--- src/rtl/fft_pkg.sv ---
// Shared types, default sizes and the butterfly address helper for the FFT stage controller.
package fft_pkg;

  typedef enum logic [1:0] {IDLE, ISSUE, DRAIN, DONE} fft_state_t;

  localparam int DEF_LOG2N  = 10;
  localparam int DEF_RD_LAT = 1;
  localparam int DEF_BF_LAT = 8;

  // Fields sized for the largest legal transform (LOG2N = 16); callers truncate.
  typedef struct packed {
    logic [15:0] a;
    logic [15:0] b;
    logic [15:0] tw;
  } bf_addr_t;

  function automatic bf_addr_t bf_addr(input int unsigned log2n,
                                       input int unsigned s,
                                       input int unsigned k);
    int unsigned half;
    int unsigned pos;
    int unsigned grp;
    int unsigned a;
    bf_addr_t    r;
    half = 32'd1 << s;
    pos  = k & (half - 32'd1);
    grp  = k >> s;
    a    = (grp << (s + 32'd1)) | pos;
    r.a  = 16'(a);
    r.b  = 16'(a + half);
    r.tw = 16'(pos << (log2n - 32'd1 - s));
    return r;
  endfunction

endpackage

--- src/rtl/fft_wb_pipe.sv ---
// Fixed-depth delay line carrying write-back control from the read issue point; async-reset to 0.
module fft_wb_pipe #(
  parameter int W     = 1,
  parameter int DEPTH = 1
) (
  input  logic         clk,
  input  logic         rst_n,
  input  logic [W-1:0] d,
  output logic [W-1:0] q
);

  logic [W-1:0] sr [DEPTH];

  always_ff @(posedge clk or negedge rst_n) begin
    if (!rst_n) begin
      for (int i = 0; i < DEPTH; i++) sr[i] <= '0;
    end else begin
      sr[0] <= d;
      for (int i = 1; i < DEPTH; i++) sr[i] <= sr[i-1];
    end
  end

  assign q = sr[DEPTH-1];

endmodule

--- src/rtl/fft_stage_controller.sv ---
// In-place radix-2 DIT FFT sequencer: read/twiddle addressing plus delayed write-back.
// Optional per-stage 1/2 scaling flag enabled by defining FFT_STAGE_SCALE_EN.
module fft_stage_controller
  import fft_pkg::*;
#(
  parameter int LOG2N  = DEF_LOG2N,
  parameter int RD_LAT = DEF_RD_LAT,
  parameter int BF_LAT = DEF_BF_LAT
) (
  input  logic                     clk,
  input  logic                     rst_n,
  input  logic                     start,
  output logic                     busy,
  output logic                     done,
  output logic [$clog2(LOG2N)-1:0] stage,
  output logic                     rd_en,
  output logic [LOG2N-1:0]         rd_addr_a,
  output logic [LOG2N-1:0]         rd_addr_b,
  output logic [LOG2N-2:0]         tw_addr,
  output logic                     wr_en,
  output logic [LOG2N-1:0]         wr_addr_a,
  output logic [LOG2N-1:0]         wr_addr_b,
  output logic                     wr_scale,
  output fft_state_t               dbg_state
);

  localparam int SW       = $clog2(LOG2N);
  localparam int KW       = LOG2N - 1;
  localparam int PIPE_LAT = RD_LAT + BF_LAT;
  localparam int DW       = $clog2(PIPE_LAT + 1);

  fft_state_t    state, state_n;
  logic [SW-1:0] s, s_n;
  logic [KW-1:0] k, k_n;
  logic [DW-1:0] d, d_n;
  bf_addr_t      ba;

  always_comb begin
    state_n = state;
    s_n     = s;
    k_n     = k;
    d_n     = d;
    case (state)
      IDLE: begin
        if (start) begin
          state_n = ISSUE;
          s_n     = '0;
          k_n     = '0;
        end
      end
      ISSUE: begin
        if (k == '1) begin
          state_n = DRAIN;
          d_n     = '0;
        end else begin
          k_n = k + KW'(1);
        end
      end
      DRAIN: begin
        // Hold reads off until the last write of this stage has landed.
        if (d == DW'(PIPE_LAT - 1)) begin
          if (s == SW'(LOG2N - 1)) begin
            state_n = DONE;
          end else begin
            state_n = ISSUE;
            s_n     = s + SW'(1);
            k_n     = '0;
          end
        end else begin
          d_n = d + DW'(1);
        end
      end
      DONE: begin
        state_n = IDLE;
        s_n     = '0;
      end
      default: state_n = IDLE;
    endcase
  end

  always_comb ba = bf_addr(32'(LOG2N), 32'(s), 32'(k));

  always_ff @(posedge clk or negedge rst_n) begin
    if (!rst_n) begin
      state     <= IDLE;
      s         <= '0;
      k         <= '0;
      d         <= '0;
      busy      <= 1'b0;
      done      <= 1'b0;
      rd_en     <= 1'b0;
      rd_addr_a <= '0;
      rd_addr_b <= '0;
      tw_addr   <= '0;
    end else begin
      state     <= state_n;
      s         <= s_n;
      k         <= k_n;
      d         <= d_n;
      busy      <= (state_n == ISSUE) || (state_n == DRAIN);
      done      <= (state_n == DONE);
      // Read strobe/addresses follow the counters one edge later.
      rd_en     <= (state == ISSUE);
      rd_addr_a <= ba.a[LOG2N-1:0];
      rd_addr_b <= ba.b[LOG2N-1:0];
      tw_addr   <= ba.tw[LOG2N-2:0];
    end
  end

  assign stage     = s;
  assign dbg_state = state;

`ifdef FFT_STAGE_SCALE_EN
  localparam int PW = 2 * LOG2N + 2;
  logic [PW-1:0] pipe_in, pipe_out;
  assign pipe_in = {rd_en, rd_addr_a, rd_addr_b, rd_en};
  assign {wr_en, wr_addr_a, wr_addr_b, wr_scale} = pipe_out;
`else
  localparam int PW = 2 * LOG2N + 1;
  logic [PW-1:0] pipe_in, pipe_out;
  assign pipe_in = {rd_en, rd_addr_a, rd_addr_b};
  assign {wr_en, wr_addr_a, wr_addr_b} = pipe_out;
  assign wr_scale = 1'b0;
`endif

  fft_wb_pipe #(
    .W     (PW),
    .DEPTH (PIPE_LAT)
  ) u_wb_pipe (
    .clk   (clk),
    .rst_n (rst_n),
    .d     (pipe_in),
    .q     (pipe_out)
  );

endmodule

--- config.mk ---
export PLATFORM = sky130hd
export DESIGN_NAME = fft_stage_controller
export DESIGN_NICKNAME = d
export VERILOG_FILES = /design/src/rtl/fft_pkg.sv /design/src/rtl/fft_wb_pipe.sv /design/src/rtl/fft_stage_controller.sv
export SDC_FILE = /design/constraint.sdc
export NUM_CORES = 1
export LEC_CHECK = 0
export CELL_PAD_IN_SITES_DETAIL_PLACEMENT = 1
export CELL_PAD_IN_SITES_GLOBAL_PLACEMENT = 1
export CORE_MARGIN = 2
export CORE_UTILIZATION = 48
export DETAILED_ROUTE_END_ITERATION = 6
export GPL_TIMING_DRIVEN = 1
export PLACE_DENSITY = 0.75
export SKIP_LAST_GASP = 1
export SLEW_MARGIN = 10
export SYNTH_ARGS = -nofsm -noshare
export SYNTH_HDL_FRONTEND = slang
export SYNTH_SLANG_ARGS = --single-unit
export TNS_END_PERCENT = 5
--- constraint.sdc ---
create_clock -name clk -period 4.25 [get_ports clk]
set_input_delay 0.425 -clock clk [delete_from_list [all_inputs] [get_ports clk]]
set_output_delay 0.425 -clock clk [all_outputs]
set_load 0.01 [all_outputs]
Word level (Yosys, flattened, before mapping)
Index checks and enable logic that the tools add are counted.
- register bits after elaboration: 240
- bits in latches: 0
- bits in writable memories: 0
- memory bits (read-only): 0
- bits of input ports: 3
- output and inout port bits: 60
- word-level logic and storage cells: 72
- memories kept: 0
- $add $sub $neg: 7
- $mul: 0
- div/mod/pow operators: 0
- magnitude comparators: 0
- equal/unequal tests: 15
- shift-type cells: 4
- mux-type cells: 17
- bitwise operators: 2
- reduce and logical (&&, ||, !) cells: 8
- operators by type and width (cell ; number):
    two-way mux 9 bit ; 4
    bitwise AND 9 x 32 -> 32 bit ; 1
    left shift 1 x 4 -> 32 bit (first input constant) ; 1
    left shift 32 x 32 -> 9 bit ; 1
    left shift 32 x 5 -> 10 bit ; 1
    >> shifter 9 x 4 -> 32 bit ; 1
    subtractor 32 x 1 -> 32 bit (second input constant) ; 1
    case mux 9 bit (3 select lines) ; 1
    two-way mux 4 bit ; 5
    != test 2 bit (second input constant) ; 6
    case mux 4 bit (3 select lines) ; 1
    adder 10 bit ; 1
    bitwise OR 10 bit ; 1
    adder 9 x 1 -> 9 bit (second input constant) ; 1
    equality test 9 bit (second input constant) ; 1
    adder 4 x 1 -> 4 bit (second input constant) ; 2
    equality test 2 bit (second input constant) ; 4
    equality test 4 bit (second input constant) ; 2
    two-way mux 2 bit ; 4
    case mux 2 bit (4 select lines) ; 1
    case mux 4 bit (2 select lines) ; 1
    nonzero test 3 bit ; 2
    adder 4 x 1 -> 5 bit (second input constant) ; 1
    AND reduction 5 bit ; 1
    other kinds (7) ; 8

Logic depth before layout (Yosys ltp)
Gate-level depths: netlist of run 1.
- depth in word-level cells: 6
- depth in mapped cells: 18
- depth with buffers taken out: 16

Cells and area by module
Synthesis of run 1 repeated with hierarchy kept, for this count alone.
- cell total of the unflattened synthesis: 611
- area total of the unflattened synthesis: 8423.1 µm²
- modules (own cells, without submodules) (module ; instances ; cells an instance ; area each (µm²) ; sequential area each (µm²)):
    fft_wb_pipe ; 1 ; 210 ; 4887.2 ; 4729.5
    fft_stage_controller ; 1 ; 401 ; 3535.9 ; 1276.2

Worst setup path after synthesis of run 1
OpenSTA, ideal clock, no wires.
- path type: flip-flop to flip-flop
- from: register s[1] (netlist: stage[1])
- to: register rd_addr_b[7]
- setup time: 0.080 ns
- data arrival time: 3.726 ns
- required time: 4.170 ns
- slack: 0.444 ns
- stages on the path, launching flop included: 18
- path buffers: 4
- clock period less this slack: 3.806 ns
- cells stage by stage: dfrtp_1 buf_6 clkbuf_1 clkinv_1 ha_1 clkbuf_1 clkbuf_1 nor2_1 a21oi_1 inv_1 ha_1 a21oi_1 o21ai_0 o21a_1 o21ai_0 nand2b_1 a21oi_1 xnor2_1
- RTL lines (element ; line ; source):
    start, declared ; fft_stage_controller.sv:33 ; logic [SW-1:0] s, s_n;
    start signal, assigned ; fft_stage_controller.sv:97 ; s <= s_n;
    end signal, assigned ; fft_stage_controller.sv:105 ; rd_addr_b <= ba.b[LOG2N-1:0];
    end, declared ; fft_stage_controller.sv:18 ; output logic [LOG2N-1:0] rd_addr_b,

==> out/qor.json, run 1 <==
{
  "fp-row-count": {"value": 48},
  "cts_bufs_inserted": {"value": 24},
  "max-cap-violations": {"value": 0},
  "period_needed": {"value": 3.98, "unit": "ns"},
  "antenna_found_initial": {"value": 0},
  "yosysSeqAreaShare": {"value": 71.0, "unit": "%"},
  "utilization": {"value": 57.9, "unit": "%"},
  "max_freq": {"value": 251, "unit": "MHz"},
  "leakagePower": {"value": 4.50, "unit": "nW"},
  "cts.root.buffer_cell": {"value": "sky130_fd_sc_hd__clkbuf_16"},
  "grtUsageMet2": {"value": 39.8, "unit": "%"},
  "violations": {"value": "negative hold slack"},
  "route.final.wire_length": {"value": 20300, "unit": "microns"},
  "first_iter_violations": {"value": 212},
  "drive_gt1_share": {"value": 9.63, "unit": "%"},
  "cts_tree": {"value": "built"},
  "synth.ff_latch_count": {"value": 240},
  "routed_via_density": {"value": 5.36},
  "syn_nets": {"value": 650},
  "skew": {"value": 0.0150, "unit": "ns"},
  "detailedPlacementHpwl": {"value": 12800, "unit": "microns"},
  "globalRoute.totalOverflow": {"value": 0},
  "start_kind": {"value": "flip-flop"},
  "layout.nets": {"value": 711},
  "grt_pass1_wl": {"value": 32100, "unit": "microns"},
  "worstPathArrival": {"value": 4.39, "unit": "ns"},
  "grt_setup_unrepaired": {"value": "yes"},
  "syn_inst": {"value": 622},
  "use_met1": {"value": 29.2, "unit": "%"},
  "power_density": {"value": 438, "unit": "nW/um^2"},
  "final_antenna_net_count": {"value": 0},
  "synth_ff_type": {"value": "sky130_fd_sc_hd__dfrtp_1"},
  "post-cts-setup-buffer-count": {"value": 0},
  "post_synth_instance_area": {"value": 8460, "unit": "sq um"},
  "final_cycle_utilization_of_the_critical_path": {"value": 93.6, "unit": "%"},
  "setup_viol_count_final": {"value": 0},
  "fill_cells": {"value": 1704},
  "hold_violations_final": {"value": 2},
  "hold_slack": {"value": -0.00127, "unit": "ns"},
  "cts_num_sinks": {"value": 240},
  "synth-edff-count": {"value": 0},
  "clock_slew_seen_by_the_registers_of_the_worst_setup_and_hold_paths": {"value": 0.06, "unit": "ns"},
  "floorplan.die_area": {"value": 18700, "unit": "sq um"},
  "synth_cell_types": {"value": 62},
  "flow.area_growth_from_synthesis": {"value": 18.3, "unit": "%"},
  "postSynthAreaPerCell": {"value": 13.6, "unit": "sq um"},
  "design.core.area": {"value": 17300, "unit": "sq um"},
  "first_global_vias": {"value": 5557},
  "grt-busiest-layer": {"value": "met2"},
  "io_buffers": {"value": 61},
  "clock_insertion_delay_worst_skew": {"value": 0.51, "unit": "ns"},
  "floorplan.die.height": {"value": 137, "unit": "microns"},
  "mostFrequentLayoutCell": {"value": "sky130_fd_sc_hd__dfrtp_1"},
  "grt.met3_usage": {"value": 3.22, "unit": "%"},
  "outcome": {"value": "finished with violations"},
  "die-width": {"value": 137, "unit": "microns"},
  "quantity_of_hold_fixing_buffers_added_after_cts": {"value": 0},
  "avgRoutedWirePerCell": {"value": 22.0, "unit": "microns"},
  "pin_count_of_the_biggest_net_entering_global_routing": {"value": 127},
  "timing.setup.critical_path_class": {"value": "flip-flop to flip-flop"},
  "critical_path_peak_fanout": {"value": 16},
  "antennaDiodeCount": {"value": 0},
  "cts_htree_levels": {"value": 1},
  "start_util": {"value": 48.9, "unit": "%"},
  "async_reset_ff_share": {"value": 100, "unit": "%"},
  "boundaryPins": {"value": 63},
  "cp_slowest_stage_delay": {"value": 0.69, "unit": "ns"},
  "setup.worst_path.end_class": {"value": "flip-flop"},
  "gr-usage-all-layers": {"value": 22.9, "unit": "%"},
  "slew_at_the_pin_closest_to_its_max_slew_limit": {"value": 0.884, "unit": "ns"},
  "crit_path_cell_trace": {"value": "inv_1, ha_1, nor2_1, a21oi_1, inv_1, ha_1, a21oi_1, o21ai_0, o21a_1, o21ai_0, nand2b_1, a21oi_1, xnor2_1"},
  "clock_path_buffers": {"value": 3},
  "holdCritPathClass": {"value": "primary input to asynchronous set/reset pin"},
  "ys.warnings.count": {"value": 0},
  "vias": {"value": 4934},
  "finalMaxSlewViolations": {"value": 0},
  "critPathSlowestCell": {"value": "sky130_fd_sc_hd__dfrtp_1"},
  "path_common_cell": {"value": "sky130_fd_sc_hd__a21oi_1"},
  "detail_route.first_pass.iterations": {"value": 4},
  "slew_headroom": {"value": 41.0, "unit": "%"},
  "total_power": {"value": 4.39, "unit": "mW"},
  "critical_path_required": {"value": 4.66, "unit": "ns"},
  "drc": {"value": 0},
  "mostFrequentLayoutCells": {"value": "239 x sky130_fd_sc_hd__dfrtp_1, 60 x sky130_fd_sc_hd__clkdlybuf4s50_1, 37 x sky130_fd_sc_hd__nand2_1"},
  "gp_routability_congestion": {"value": 0.865},
  "max-vdd-ir-drop": {"value": 0.511, "unit": "mV"}
}
[path summary, 6_finish.rpt]
path                       depth (start not counted)                end  slack (ns)        startpoint
hold / removal                                     1    u_wb_pipe.q[10]      -0.001             rst_n
setup reg to reg                                  13       rd_addr_b[7]        0.27          stage[0]
hold reg to reg                                    0   u_wb_pipe.sr[42]        0.35  u_wb_pipe.sr[63]
min in group clk                                   0   u_wb_pipe.sr[42]        0.35  u_wb_pipe.sr[63]
max in group asynchronous                          2  u_wb_pipe.sr[185]        3.22             rst_n
setup / recovery                                  13       rd_addr_b[7]        0.27          stage[0]
[layer usage]
metal  vias up  routed length (microns)
li1       2213                        -
met3        50                      701
met2       114                    10300
met1      2557                     8560
met4         0                      737
met5         -                        0
[metrics by stage]
step / setup slack (ns) / instances / TNS [ns] / area (sq um) / hold WS (ns)
6_report: 0.271 / 921 / 0 / 10000 / -0.00127
5_1_grt: -0.00105 / 921 / -0.00105 / 10000 / 0.0656
4_1_cts: 0.309 / 921 / 0 / 10000 / 0.0273
3_5_place_dp: 0.469 / 882 / 0 / 9250 / 0.336
3_3_place_gp: 0.532 / 882 / 0 / 9250 / 0.331
2_1_floorplan: 0.444 / 622 / 0 / 8460 / 0.129
[cells in the mapped netlist (all sizes together) (4+ instances only)]
library cell | n | area (sq um)
nand2 | 37 | 139
nor2 | 34 | 128
o22ai | 6 | 37.5
inv | 16 | 60.1
nor3 | 8 | 40.0
xor2 | 6 | 52.6
ha | 24 | 300
mux2i | 12 | 120
mux2 | 6 | 67.6
nor2b | 14 | 87.6
nor3b | 4 | 30.0
nand2b | 12 | 75.1
o21ai | 31 | 155
nand3 | 11 | 55.1
a221oi | 5 | 43.8
a21oi | 32 | 164
and2 | 8 | 50.1
dfrtp | 240 | 6010
xnor2 | 13 | 114
o21a | 4 | 30.0
clkbuf | 16 | 60.1
buf | 28 | 196
[sequential cells by signal (all words and copies together) (netlist names)]
signal and flops:
busy 1, d 4, dbg_state 2, done 1, k 9, rd_addr_a 10
rd_addr_b 10, rd_en 1, stage 4, tw_addr 9, u_wb_pipe.q 21, u_wb_pipe.sr 168
[cells by family after synthesis]
group	count (synthesis)	share of synthesized area [%]
flops	240	71.0
simple gates	147	8.71
compound gates	110	8.23
buf+inv	61	3.78
fa+ha+maj	25	3.78
xor+xnor	19	1.97
mux	19	2.53
other cells	1	0.0443
[layout make-up]
cell class,instances,area [sq um],area share [%]
sequential,240,6010,60.0
multi-input combinational,321,2140,21.3
timing repair buffer,79,763,7.62
clock buffer,34,709,7.08
tap,225,282,2.81
inverter,17,63.8,0.637
clock inverter,5,53.8,0.537
[critical path, delay by kind of cell (launching register included)]
family                   cells  cell delay [ns]
AO/OA/AOI/OAI                6             1.42
buffers and inverters        2             0.43
AND/OR/NAND/NOR              2             0.22
adder cells (fa/ha/maj)      2             0.99
flip-flops                   1             0.69
XOR/XNOR                     1             0.15
[report_power, final]
group / switching [mW] / internal [mW]
sequential: 0 / 2.28
clock: 0.840 / 1.21
combinational: 0.0427 / 0.00477
total: 0.883 / 3.50
[timing repair]
| item | in CTS | in global routing |
|---|---|---|
| gates resized for setup | 0 | 1 |
| endpoints found under the hold margin | 0 | 0 |
| setup endpoints to repair | 0 | 2 |
Note: power is estimated with default switching activity, not from simulation.
==> inputs of run 2 (changes only) <==
Settings changed: GPL_ROUTABILITY_DRIVEN set to 1.
==> results of run 2 <==
No change in the layout: final DEF, timing and power equal those of run 1.
==> inputs of run 3 (changes only) <==
Settings changed: CORE_MARGIN 2 to 10.
==> out/qor.json, run 3 (same netlist as run 1, synthesis figures left out) <==
{
  "outcome": {"value": "complete, no violations"},
  "hold_violations_final": {"value": 0, "change": "-2"},
  "max_flop_register": {"value": "u_wb_pipe.sr"},
  "worstPathArrival": {"value": 4.28, "unit": "ns", "change": "-0.11 ns"},
  "max-cap-violations": {"value": 0, "change": "unchanged"},
  "drive_gt1_share": {"value": 10.1, "unit": "%", "change": "+0.50 points"},
  "layout.nets": {"value": 712, "change": "+0.14%"},
  "cp_top_family": {"value": "compound AO/OA/AOI/OAI gates"},
  "route.final.wire_length": {"value": 21300, "unit": "microns", "change": "+5.1%"},
  "placedCellCount": {"value": 882, "change": "unchanged"},
  "layout.cell_area.non_filler": {"value": 10000, "unit": "sq um", "change": "+0.20%"},
  "reg2reg_from": {"value": "stage[1]"},
  "fp-row-count": {"value": 48, "change": "unchanged"},
  "reg2reg_to": {"value": "rd_addr_b[7]"},
  "grt_setup_unrepaired": {"value": "no"},
  "detailedPlacementHpwl": {"value": 13400, "unit": "microns", "change": "+4.8%"},
  "post-cts-setup-buffer-count": {"value": 0, "change": "unchanged"},
  "ff2ff_setup_slack": {"value": 0.40, "unit": "ns", "change": "+0.13 ns"},
  "clock_slew_seen_by_the_registers_of_the_worst_setup_and_hold_paths": {"value": 0.06, "unit": "ns", "change": "about the same"},
  "gp_routability_congestion": {"value": 0.870, "change": "+0.58%"},
  "rr_worst_depth": {"value": 14, "change": "+1"},
  "cts.root.buffer_cell": {"value": "sky130_fd_sc_hd__clkbuf_16"},
  "finalNonFillerCells": {"value": 926, "change": "+0.54%"},
  "routed_via_density": {"value": 5.32, "change": "-0.68%"},
  "first_iter_violations": {"value": 242, "change": "+14%"},
  "total_power": {"value": 4.46, "unit": "mW", "change": "+1.7%"},
  "cts_bufs_inserted": {"value": 25, "change": "+4.2%"},
  "period_needed": {"value": 3.85, "unit": "ns", "change": "-0.128 ns"},
  "cts_num_sinks": {"value": 240, "change": "unchanged"},
  "antennaDiodeCount": {"value": 0, "change": "unchanged"},
  "cts_tree": {"value": "built"},
  "holdCritPathClass": {"value": "primary input to asynchronous set/reset pin"},
  "floorplan.die.height": {"value": 153, "unit": "microns", "change": "+12%"},
  "finalMaxSlewViolations": {"value": 0, "change": "unchanged"},
  "layout_setup_ws": {"value": 0.399, "unit": "ns", "change": "+0.128 ns"},
  "boundaryPins": {"value": 63, "change": "unchanged"},
  "die-width": {"value": 153, "unit": "microns", "change": "+12%"},
  "grt_pass1_wl": {"value": 33900, "unit": "microns", "change": "+5.6%"},
  "placement.cell_area": {"value": 9240, "unit": "sq um", "change": "-0.14%"},
  "setup_tns_after_final_layout": {"value": 0, "unit": "ns", "change": "unchanged"},
  "floorplan.die_area": {"value": 23300, "unit": "sq um", "change": "+25%"},
  "leakagePower": {"value": 4.52, "unit": "nW", "change": "+0.33%"},
  "setup.worst_path.end_class": {"value": "flip-flop"},
  "setup_viol_count_final": {"value": 0, "change": "unchanged"},
  "mostFrequentLayoutCell": {"value": "sky130_fd_sc_hd__dfrtp_1"},
  "antenna_found_initial": {"value": 0, "change": "unchanged"},
  "critPathSlowestCell": {"value": "sky130_fd_sc_hd__dfrtp_1"},
  "skew": {"value": 0.0188, "unit": "ns", "change": "+0.00377 ns"},
  "postcts_resize_cnt": {"value": 0, "change": "unchanged"},
  "vias": {"value": 4927, "change": "-0.14%"},
  "detail_route.first_pass.iterations": {"value": 4, "change": "unchanged"},
  "max_freq": {"value": 260, "unit": "MHz", "change": "+3.3%"},
  "max-vdd-ir-drop": {"value": 0.456, "unit": "mV", "change": "-11%"},
  "crit_path_cell_trace": {"value": "buf_4, mux4_1, a21oi_1, a21oi_1, a21oi_1, inv_1, ha_1, a21oi_1, o21ai_0, o21a_1, o21ai_0, nand2b_1, a21oi_1, xnor2_1"},
  "pin_count_of_the_biggest_net_entering_global_routing": {"value": 142, "change": "+12%"},
  "start_util": {"value": 48.9, "unit": "%", "change": "unchanged"},
  "mostFrequentLayoutCells": {"value": "240 x sky130_fd_sc_hd__dfrtp_1, 60 x sky130_fd_sc_hd__clkdlybuf4s50_1, 37 x sky130_fd_sc_hd__nand2_1"},
  "cp.buffers_inverters": {"value": 2, "change": "unchanged"},
  "detailedPlace.worstSlack": {"value": 0.594, "unit": "ns", "change": "+0.125 ns"},
  "clock_insertion_delay_worst_skew": {"value": 0.52, "unit": "ns", "change": "about the same"},
  "final_antenna_net_count": {"value": 0, "change": "unchanged"},
  "path_common_cell": {"value": "sky130_fd_sc_hd__a21oi_1"},
  "design.core.area": {"value": 17300, "unit": "sq um", "change": "unchanged"},
  "critical_path_required": {"value": 4.68, "unit": "ns", "change": "+0.02 ns"},
  "globalRoute.totalOverflow": {"value": 0, "change": "unchanged"},
  "drc": {"value": 0, "change": "unchanged"},
  "largest_register_ffs": {"value": 168, "change": "unchanged"},
  "avgRoutedWirePerCell": {"value": 23.0, "unit": "microns", "change": "+4.6%"},
  "io_buffers": {"value": 61, "change": "unchanged"},
  "power_density": {"value": 445, "unit": "nW/um^2", "change": "+1.5%"},
  "start_kind": {"value": "flip-flop"},
  "first_global_vias": {"value": 5564, "change": "+0.13%"},
  "slew_at_the_pin_closest_to_its_max_slew_limit": {"value": 1.06, "unit": "ns", "change": "+0.177 ns"},
  "cp_slowest_stage_delay": {"value": 0.60, "unit": "ns", "change": "-0.09 ns"},
  "final_cycle_utilization_of_the_critical_path": {"value": 90.6, "unit": "%", "change": "-3.0 points"},
  "gr-usage-all-layers": {"value": 18.2, "unit": "%", "change": "-4.7 points"},
  "quantity_of_hold_fixing_buffers_added_after_cts": {"value": 0, "change": "unchanged"},
  "clock_path_buffers": {"value": 3, "change": "unchanged"},
  "timing.setup.critical_path_class": {"value": "flip-flop to flip-flop"},
  "slew_headroom": {"value": 29.2, "unit": "%", "change": "-12 points"},
  "critical_path_stages": {"value": 14, "change": "+1"},
  "flow.area_growth_from_synthesis": {"value": 18.6, "unit": "%"},
  "cts_htree_levels": {"value": 1, "change": "unchanged"},
  "critical_path_peak_fanout": {"value": 13, "change": "-3"}
}
## run 3: layout make-up
| class | instances | area [sq um] |
|---|---|---|
| Clock buffer | 34 | 709 |
| Clock inverter | 10 | 87.6 |
| Fill cell | 1698 | 7260 |
| Inverter | 17 | 63.8 |
| Multi-Input combinational cell | 321 | 2140 |
| Sequential cell | 240 | 6010 |
| Tap cell | 225 | 282 |
| Timing Repair Buffer | 79 | 751 |
## run 3: worst max-delay path by stage
stage	from	to	slack, ns
after global placement	stage[1]	rd_addr_b[8]	0.67
after CTS	stage[1]	rd_addr_b[7]	0.44
final	stage[1]	rd_addr_b[7]	0.40
after detailed placement	stage[1]	rd_addr_b[8]	0.59
after global routing	stage[1]	rd_addr_b[7]	0.13
after floorplan	stage[1]	rd_addr_b[7]	0.44
## run 3: through the flow
step	hold WS [ns]	utilization (%)
floorplan	0.129	-
global placement	0.331	53.4
detailed placement	0.336	53.4
CTS	0.0840	58.0
global route	0.140	58.0
finish	0.0288	58.0
## run 3: report_power, final
part	switching, mW	total [mW]	internal, mW
Clock	0.898	2.13	1.23
Combinational	0.0435	0.0475	0.00408
Sequential	0	2.28	2.28
## run 3: metal layers
layer  GRT usage [%]  wire length (microns)  share of wire (%)  vias up
met2            32.1                  10800                 51      119
met5               0                      0                  0        -
li1                -                      -                  -     2215
met1            22.4                   8970                 42     2564
met3            3.53                   1140                5.3       29
met4            4.13                    387                1.8        0
## run 3: worst register-to-register path, delay by kind of cell (launching register included)
kind	cells	cell delay [ns]
AO/OA/AOI/OAI	8	1.67
multiplexers	1	0.59
adder cells (fa/ha/maj)	1	0.30
flip-flops	1	0.60
buffers and inverters	2	0.37
XOR/XNOR	1	0.16
AND/OR/NAND/NOR	1	0.09
==> RTL change: new RTL, settings of run 1 <==
Put one more register stage on the output `dbg_state`. The value now appears one clock later. The other outputs are not delayed to match.
--- a/src/rtl/fft_stage_controller.sv
+++ b/src/rtl/fft_stage_controller.sv
@@ -109,5 +109,7 @@
 
   assign stage     = s;
-  assign dbg_state = state;
+  always_ff @(posedge clk) begin
+    dbg_state <= state;
+  end
 
 `ifdef FFT_STAGE_SCALE_EN
Formal check against the unedited RTL: not equivalent (Yosys sat finds a counterexample within 4 cycles, from zero or initial values and one cycle with rst_n low).
==> RTL change against run 1 <==
- sequential share of layout area fell by 0.60 points
- global-route usage down 0.25 points
- clock power up 14%
- sequential cell count rose by 2
- synthesized area rose by 0.47%
- power up 6.8%
- highest routed layer unchanged
- count of clock-buffer cells in the layout fell by 3
- routed wire length fell by 0.50%
- critical endpoint unchanged
- setup slack better by 0.084 ns
- design area rose by 1.7%
==> RTL change: results (changes against run 1) <==
* Status: completed (was complete, but fails checks)
* Clock transition at path regs at 0.06 ns (about the same)
* Post-Layout Cell Count at 931 (was 921)
* Ant diodes at 0 (unchanged)
* Clock buffer depth at 3 (unchanged)
* Gr usage total at 22.65% (was 22.90%)
* Total power at 0.004686 W (was 0.004386 W)
* Largest net degree at the start of global routing at 128 (was 127)
* Via count at 4951 (was 4934)
* Psw at 0.0009402 W (was 0.0008828 W)
* Worst slew margin at 39.21% (was 41.05%)
* Most frequent cells after synthesis: dfrtp_1 (240), nand2_1 (37), nor2_1 (34) (unchanged)
* DPL Wire Length at 12920 µm (was 12780 µm)
* Slowest CP cell: dfrtp_1 (unchanged)
* First drt pass iteration count at 4 (unchanged)
* Clock Skews at 0.01056 ns (was 0.01499 ns)
* Cell variety after synth at 63 (was 62)
* Max FFs per register at 168 (unchanged)
* Syn Inst Count at 624 (was 622)
* Placed cell count at 887 (was 882)
* WL/cell at 21.68 µm (was 22.03 µm)
* Post-synthesis sequential area ratio at 71.09% (was 70.95%)
* Peak supply drop at 0.0003051 V (was 0.0005110 V)
* Filler Cells Inserted at 1693 (was 1704)
* Initial antenna violation count at 0 (unchanged)
* Fin nets at 717 (was 711)
* Vias in the first global route at 5547 (was 5557)
* CP peak stage delay at 0.43 ns (was 0.69 ns)
* Mapped Nets at 652 (was 650)
* Num CTS Buffers at 25 (was 24)
* Worst Setup SP: stage[1] (was stage[0])
* Initial DRC Count at 182 (was 212)
* Share of post-route cells with drive strength above 1 at 10.76% (was 9.626%)
* Arrival @ worst endpoint at 4.31 ns (was 4.39 ns)
* Setup bufs post-CTS at 0 (unchanged)
* Clock Power Share at 49.8% (was 46.8%)
* Pre-CTS setup slack at 0.4703 ns (was 0.4691 ns)
* LEAKAGE at 4.569 nW (was 4.501 nW)
* Ranking of synthesized cells by area: dfrtp_1 (71%), ha_1 (3.5%), buf_4 (1.9%) (unchanged)
* Top reg by flops: u_wb_pipe.sr (unchanged)
* Placed Area at 0.009303 mm² (was 0.009253 mm²)
* Global placement routability congestion at 0.8911 (was 0.8653)
* Class of the worst hold path: in -> async (unchanged)
* Worst-Skew Late Latency at approximately 0.50 ns
* Share of flip-flops with an asynchronous set or reset at 99.17% (was 100.0%)
* First-pass GRT wire length at 32000 µm (was 32120 µm)
* CP max FO at 10 (was 16)
## RTL change: cell count changes in the layout (fill, tap and decap cells not counted)
cell / run 1 / this run
o21ai_0: 31 / 30
buf_12: 1 / 0
o21ai_1: 0 / 1
clkbuf_1: 4 / 3
clkbuf_8: 5 / 3
clkinv_4: 1 / 0
inv_6: 0 / 1
clkinvlp_4: 0 / 4
buf_4: 17 / 21
bufinv_16: 1 / 5
dfxtp_1: 0 / 2
## RTL change: path summary, 6_finish.rpt
check	to	slack (ns)
hold reg to reg	u_wb_pipe.sr[85]	0.35
hold / removal	u_wb_pipe.sr[41]	0.03
setup reg to reg	rd_addr_b[7]	0.36
max in group asynchronous	stage[0]	3.21
setup / recovery	rd_addr_b[7]	0.36
min in group clk	u_wb_pipe.sr[85]	0.35
## RTL change: area by class of cell
class                      count  area, µm²  share of cell area [%]
clock buffer                  31      678.2                   6.658
clock inverter                13      203.9                   2.002
inverter                      17      63.81                  0.6265
multi-input combinational    321       2138                   20.99
sequential                   242       6047                   59.37
tap                          225      281.5                   2.764
timing repair buffer          82      773.2                   7.591
## RTL change: kinds of logic (layout without fill, tap and decap cells)
logic type / count (synthesis) / in the layout / share of synthesized area (%)
muxes: 19 / 19 / 2.516
and+or+nand+nor: 147 / 147 / 8.666
xor gates and xnor gates: 19 / 19 / 1.957
DFF: 242 / 242 / 71.09
buffers and inverters: 61 / 143 / 3.766
AOI/OAI and AO/OA: 110 / 110 / 8.195
adders and majority gates: 25 / 25 / 3.766
other: 1 / 1 / 0.04409
## RTL change: routing by layer
layer / GRT usage, % / vias up / part of all wire (%)
met5: 0 / - / 0
met4: 7.274 / 0 / 3.1
met3: 3.037 / 41 / 3.7
met2: 40.05 / 118 / 52
met1: 28.89 / 2551 / 42
li1: - / 2241 / -
